**src/rtl/pc_sequencer.sv**
```systemverilog
// Program-counter sequencer: start/done handshake, PC advance, PC-relative branches,
// stall and halt handling, and a saturating cycle counter for RUN cycles.
module pc_sequencer #(
  parameter int unsigned D  = 12,
  parameter int unsigned CW = 16
) (
  input  logic          i_clk,
  input  logic          i_rst_n,
  input  logic          i_start,
  input  logic [D-1:0]  i_start_addr,
  input  logic          i_stall,
  input  logic          i_branch_en,
  input  logic [D-1:0]  i_target,
  input  logic          i_halt,
  output logic [D-1:0]  o_prog_ctr,
  output logic          o_fetch_valid,
  output logic          o_done,
  output logic [CW-1:0] o_cycle_count
);

  typedef enum logic [1:0] {StIdle, StRun, StHalted} state_e;

  state_e        r_state, w_state_next;
  logic [D-1:0]  r_pc, w_pc_next;
  logic [CW-1:0] r_cnt, w_cnt_next;

  always_ff @(posedge i_clk) begin
    if (!i_rst_n) begin
      r_state <= StIdle;
      r_pc    <= '0;
      r_cnt   <= '0;
    end else begin
      r_state <= w_state_next;
      r_pc    <= w_pc_next;
      r_cnt   <= w_cnt_next;
    end
  end

  always_comb begin
    w_state_next = r_state;
    w_pc_next    = r_pc;
    w_cnt_next   = r_cnt;
    unique case (r_state)
      StIdle, StHalted: begin
        if (i_start) begin
          w_state_next = StRun;
          w_pc_next    = i_start_addr;
          w_cnt_next   = '0;
        end
      end
      StRun: begin
        // Every RUN cycle counts, including stalls and the halt cycle.
        if (r_cnt != '1) begin
          w_cnt_next = r_cnt + CW'(1);
        end
        if (i_halt) begin
          w_state_next = StHalted;
        end else if (i_stall) begin
          w_pc_next = r_pc;
        end else if (i_branch_en) begin
          // Unsigned add of the two's-complement offset gives the modulo-2^D result.
          w_pc_next = r_pc + i_target;
        end else begin
          w_pc_next = r_pc + D'(1);
        end
      end
      default: w_state_next = StIdle;
    endcase
  end

  always_comb begin
    o_fetch_valid = (r_state == StRun);
    o_done        = (r_state == StHalted);
    o_prog_ctr    = r_pc;
    o_cycle_count = r_cnt;
  end

endmodule
```
**config.mk**
```make
export PLATFORM = sky130hd
export DESIGN_NAME = pc_sequencer
export DESIGN_NICKNAME = d
export VERILOG_FILES = /design/src/rtl/pc_sequencer.sv
export SDC_FILE = /design/constraint.sdc
export NUM_CORES = 1
export LEC_CHECK = 0
export ABC_AREA = 1
export CORE_MARGIN = 2
export CORE_UTILIZATION = 44
export DETAILED_ROUTE_END_ITERATION = 10
export GPL_ROUTABILITY_DRIVEN = 0
export MAX_ROUTING_LAYER = met4
export PLACE_DENSITY = 0.83
export SYNTH_ARGS = -nofsm -noshare
export SYNTH_HDL_FRONTEND = slang
export SYNTH_SLANG_ARGS = --single-unit
```
**constraint.sdc**
```tcl
create_clock -name i_clk -period 1.8 [get_ports i_clk]
set_clock_uncertainty 0.05 [all_clocks]
set_input_delay 0.27 -clock i_clk [delete_from_list [all_inputs] [get_ports i_clk]]
set_output_delay 0.27 -clock i_clk [all_outputs]
set_load 0.01 [all_outputs]
```
### Word-level counts from Yosys, hierarchy flattened

Index checks and enable logic that the tools add are counted.
Widths: inputs -> output; s select.

| word-level totals | value |
|---|---|
| bits in latches | 0 |
| logic and storage cells | 31 |
| register bits after elaboration | 30 |
| memory bits (writable) | 0 |
| memories kept | 0 |
| output and inout bits | 30 |
| memory bits (read-only) | 0 |
| input port bits | 30 |

| cells by class | value |
|---|---|
| magnitude comparators | 0 |
| bitwise gates (word level) | 0 |
| multipliers | 0 |
| muxes and demuxes | 11 |
| shifts and indexed selects | 0 |
| eq/ne operators | 8 |
| add/subtract/negate cells | 3 |
| div/mod/pow operators | 0 |
| reductions and logical operators | 6 |

Operators by type and width:

| cell | number |
|---|---|
| $mux 12 | 4 |
| $mux 16 | 2 |
| $pmux 16 s2 | 1 |
| $pmux 12 s2 | 1 |
| $add 16x1->16 const B | 1 |
| $ne 16x16->1 const B | 1 |
| $add 12x1->12 const B | 1 |
| $add 12x12->12 | 1 |
| $ne 2x2->1 const B | 4 |
| $mux 2 | 2 |
| $pmux 2 s2 | 1 |
| $reduce_and 4->1 | 1 |
| $reduce_and 3->1 | 1 |
| $eq 2x1->1 const B | 1 |
| $eq 2x2->1 const B | 1 |
| $logic_not 2->1 | 1 |
| $ne 2x1->1 const B | 1 |
| $reduce_and 2->1 | 1 |
| $reduce_bool 2->1 | 1 |
| $reduce_or 2->1 | 1 |

### Longest topological paths before layout

| logic depth | value |
|---|---|
| depth after elaboration | 5 |
| mapped depth | 14 |
| gate-level depth less buffers | 13 |

### Worst setup path after synthesis

No wires, ideal clock.

| timing path | value |
|---|---|
| path type | in2reg |
| start point | input i_branch_en |
| end point | register r_pc[8], in the netlist o_prog_ctr[8] |
| data required time | 1.678 ns |
| library setup time | 0.072 ns |
| arrival time | 1.810 ns |
| path slack | -0.133 ns |
| cell stages on the path | 13 |
| path buffers | 1 |
| cell sequence | clkbuf_1 -> nand2_1 -> ha_1 -> inv_1 -> fa_1 -> inv_1 -> nand3_1 -> nand3_1 -> nand2_1 -> a21o_1 -> nand3_1 -> nand2_1 -> a21oi_1 |

| on the way | value |
|---|---|
| cells in the longest elaborated chain, start to end | 4 |

Ends and longest elaborated chain:

| element | RTL line | RTL |
|---|---|---|
| start, declared | 12 | `input logic i_branch_en,` |
| $mux 12 | 60 | `end else if (i_branch_en) begin` |
| $mux 12 | 58 | `end else if (i_stall) begin` |
| $mux 12 | 56 | `if (i_halt) begin` |
| $pmux 12 s2 | 43 | `unique case (r_state)` |
| end signal, assigned | 34 | `r_pc <= w_pc_next;` |
| end, declared | 24 | `logic [D-1:0] r_pc, w_pc_next;` |

Every way passes these cells. The select of a mux whose other input is x is not followed.
A chain may end at the register's enable or synchronous reset.

### Worst setup path in the final report

| timing path | value |
|---|---|
| start point | input i_target[3] |
| end point | register r_pc[6], in the netlist o_prog_ctr[6] |

| on the way | value |
|---|---|
| cells in the longest elaborated chain, start to end | 5 |

Ends and longest elaborated chain:

| element | RTL line | RTL |
|---|---|---|
| start, declared | 13 | `input logic [D-1:0] i_target,` |
| $add 12x12->12 | 62 | `w_pc_next = r_pc + i_target;` |
| $mux 12 | 60 |  |
| $mux 12 | 58 |  |
| $mux 12 | 56 |  |
| $pmux 12 s2 | 43 |  |

Every way passes these cells. The select of a mux whose other input is x is not followed.

==> results <==
- Wires add up to roughly 7500 um.
- For this run, the number of Yosys warnings is 0.
- After floorplanning, the core was divided into 26 placement rows.
- The clock sink count is 30.
- Data on the critical path is required at its endpoint by 1980 ps.
- The ratio of cells with drive above 1 in the final layout is 18.38%.
- The region available for standard cell placement spans between 0.005 and 0.006 sq mm.
- The routed layout has between 2000 and 3000 vias.
- Of the post-synthesis cell area, the dominant cell type holds 26.53%.
- Yosys mapped the design onto 32 distinct sky130hd cell types.
- At the later pin of the worst-skew pair, clock insertion delay measures roughly 290 ps.
- The final-report hold violation count is 0.
- In the synthesized netlist the dominant register cell turns out to be sky130_fd_sc_hd__dfxtp_1.
- The tightest min-delay check is of the register to register type.
- The dominant cell by count in the synthesized netlist is sky130_fd_sc_hd__nand2_1.
- The number of buffers on the longest clock path is 2.
- The cell count after synthesis came out at between 300 and 400.
- The number of max-slew violations in the final report is 0.
- The tool flagged a number of max-cap violations equal to 0.
- The analysis attributes to cell leakage a power of roughly 1.6 nW.
- The most numerous cell type found on the critical path is sky130_fd_sc_hd__nand2_1.
- In this run the power density over the cells is ~580 mW/mm^2.
- The post-cts hold buffer count is 0.
- The part of the Yosys area used for sequential elements is 26.53%.
- The clock tree from TritonCTS is done.
- Setup repair after global routing could not meet its margin everywhere.
- The kind of cell with the highest combined delay along the critical path is simple AND/OR/NAND/NOR gates.
- Counting flops with a built-in enable in the synthesized netlist gives 0.
- The number of synthesized register bits is 30.
- The flow ran to the end, but the final reports show violations.
- Headroom to the max-slew limit came out at 76.61%.
- The height of the die is about 76 um.
- After detailed routing, the average wire length per cell comes to approximately 14 um.
- Counting flops with an async set or reset pin after synthesis yields a share of 0%.
- The boundary pin count is 60.
- Once the floorplan was initialized, standard cells occupied 44.89% of the core.
- By startpoint and endpoint, the worst setup path is classified as input pin to register.
- The largest driver fanout on the critical path is 5.
- VDD sags by at most around 0.55 mV.
- From left edge to right edge, the die measures about 76 um.
- The initial antenna violation count came to 0.
- Across every metal layer, demand over resource in global routing totals roughly a quarter.
- Buffers placed on the I/O ports in this run total between 50 and 60.
- The number of H-tree branching levels is 2.
- The synthesized netlist occupies a cell area of between 0.002 and 0.0025 sq mm.
- Walking the worst path, the cells encountered are clkdlybuf4s50_1, nand2_1, inv_1, ha_4, nand2_1, nand2_1, nand2_1, nand2_1, a21oi_1, or2_2, nand3_1, a21oi_1.
- The signed area change from the synthesized netlist to the final layout is 51.58%.
- The number of nets in the synthesized netlist is about 410.
- The number of buffers added by the clock tree synthesis step is 5.
- The transition time at the pin with the least slew margin is 348.2 ps.
- The type of destination of the critical path is a register.
- Using the TritonRoute via totals, the vias-per-cell ratio works out to between 5 and 6.
- The final layout contains ~510 nets.
- Counting I/O delays and the setup requirement, the final critical path takes 1821 ps.
- The length of the first detailed-routing pass in iterations is 5.
- The post-detailed-route DRC marker count is 0.
- The highest-delay cell along the critical path is sky130_fd_sc_hd__clkdlybuf4s50_1.
- The worst-case setup margin in the final layout is -20.92 ps.
- The tree is rooted in a sky130_fd_sc_hd__clkbuf_8.
- The kind of start point of the critical path is an input pin.
- The critical path contains buffers and inverters numbering 2 combined.
- The number of nets still failing antenna checks after routing is 0.
- The initial DRC count is 226.
- The storage element area is roughly 600 sq um.
- The top achievable clock speed is around 550 MHz.
- The number of antenna cells inserted is 0.
- The final setup violation count is 1.
- Global routing finished with a remaining overflow of 0.
- After synthesis, the mean cell area works out to between 6 and 7 sq um.
- The ratio of final minimum period to clock period is 101.2%.
- The die covers approximately 0.0057 sq mm.
- The final standard cell utilization of the core is ~70%.
- Sorting the synthesized cells by how often they occur yields 109 x sky130_fd_sc_hd__nand2_1, 54 x sky130_fd_sc_hd__inv_1, 34 x sky130_fd_sc_hd__nor2_1, 31 x sky130_fd_sc_hd__a21oi_1.
- The multi-input logic area is roughly 0.0015 sq mm.
- The first global-routing pass estimated about 11000 um of wire.
- Entering global routing, the biggest net connects 19 pins.
- The peak per-stage delay on the critical path is 470 ps.
- After clock tree synthesis, the clock-pin slew on the worst setup and hold paths is ~70 ps.
- The largest total area in the synthesized netlist belongs to sky130_fd_sc_hd__dfxtp_1.
- The checks that failed: negative setup slack.
- Sorting the synthesized cells by area gives the leading types as sky130_fd_sc_hd__dfxtp_1 27%, sky130_fd_sc_hd__nand2_1 18%, sky130_fd_sc_hd__inv_1 9.0%.
- At the worst endpoint, the arrival time is ~2000 ps.
- The number of global-route vias before repair came to about 2500.
- At the placement stage, the worst setup path has a slack of -522.7 ps.
- Detailed placement ended at an HPWL of ~5200 um.
- The layout has around 430 filler cells.
==> where the power goes <==
part / total [W] / internal [W] / switching (W)
clock network: 0.000558 / 0.000295 / 0.000264
logic: 0.000690 / 0.000344 / 0.000346
registers: 0.000732 / 0.000698 / 0.0000340
total: 0.00198 / 0.00134 / 0.000644
==> through the flow <==
step	instance area, sq um	hold WS, ps	total power [W]	TNS [ps]	std cells
3_3_place_gp	3199	401.2	0.001327	-4460	528
2_1_floorplan	2288	358.3	0.001047	0	369
5_1_grt	3431	441.4	0.002067	-419.2	538
4_1_cts	3298	413.7	0.001902	0	535
6_report	3431	414.6	0.001981	-20.92	538
3_5_place_dp	3199	404.1	0.001341	-5119	528
==> cell usage in the layout, fill, tap and decap left out, types with 7 or more instances in the layout <==
cell type	instances
sky130_fd_sc_hd__inv_1	52
sky130_fd_sc_hd__nand3_1	25
sky130_fd_sc_hd__a21oi_1	28
sky130_fd_sc_hd__a21oi_2	8
sky130_fd_sc_hd__buf_4	40
sky130_fd_sc_hd__dfxtp_1	29
sky130_fd_sc_hd__o21ai_0	14
sky130_fd_sc_hd__nor2_1	32
sky130_fd_sc_hd__nand2_1	105
sky130_fd_sc_hd__nand4_1	12
sky130_fd_sc_hd__ha_1	7
sky130_fd_sc_hd__clkdlybuf4s50_1	56
==> cell type report <==
| type | instances | share of cell area [%] |
|---|---|---|
| multi-input cells | 276 | 44.93 |
| well taps | 70 | 2.553 |
| flip-flops and latches | 30 | 17.54 |
| repair buffers | 100 | 26.44 |
| inverters | 56 | 6.127 |
| clock buffers | 6 | 2.407 |
==> timing repair <==
| item | in CTS | in global routing |
|---|---|---|
| setup endpoints to repair | 11 | 26 |
| pin swaps | 5 | 7 |
| resized for setup | 5 | 21 |
| buffers inserted | 1 | 3 |
| endpoints found under the hold margin | 0 | 0 |
==> worst paths after layout <==
path,startpoint,end,slack (ps),cells past startpoint
max,i_target[3],o_prog_ctr[6]$_SDFFE_PN0P_,-20,12
min,r_state[1]$_SDFFE_PN0P_,r_state[1]$_SDFFE_PN0P_,410,2
max reg2reg,o_prog_ctr[0]$_SDFFE_PN0P_,o_prog_ctr[4]$_SDFFE_PN0P_,80,10
min reg2reg,r_state[1]$_SDFFE_PN0P_,r_state[1]$_SDFFE_PN0P_,410,2
==> registers in the layout, summed over array words and instances (netlist names) <==
name           flops
o_cycle_count     16
o_prog_ctr        12
r_state            2
==> cells by family (layout without fill, tap and decap cells) <==
kind of cell,count (synthesis),in the layout,share of synthesized area (%)
AOI/OAI and AO/OA,57,57,14.59
xor gates and xnor gates,7,7,2.709
adders and majority gates,13,13,7.518
buffers and inverters,63,162,10.83
DFF,30,30,26.53
and+or+nand+nor,199,199,37.81
==> worst reg2reg max path, cell delays in order, from the launching register on <==
cell and delay (ps):
sky130_fd_sc_hd__dfxtp_2 350, sky130_fd_sc_hd__ha_4 140, sky130_fd_sc_hd__inv_2 40, sky130_fd_sc_hd__fa_2 370, sky130_fd_sc_hd__inv_2 110, sky130_fd_sc_hd__nand3_2 80, sky130_fd_sc_hd__nand3_2 80, sky130_fd_sc_hd__buf_4 110
sky130_fd_sc_hd__xor2_1 140, sky130_fd_sc_hd__nand2_1 70, sky130_fd_sc_hd__a21oi_1 110
==> per-layer routing <==
metal | vias up | GRT usage (%) | routed length (um)
met3 | 25 | 5.423 | 582
met4 | 0 | 8.967 | 189
li1 | 1386 | - | -
met5 | - | - | 0
met2 | 148 | 41.55 | 3603
met1 | 1280 | 32.00 | 3164
Note: power is estimated with default switching activity, not from simulation.
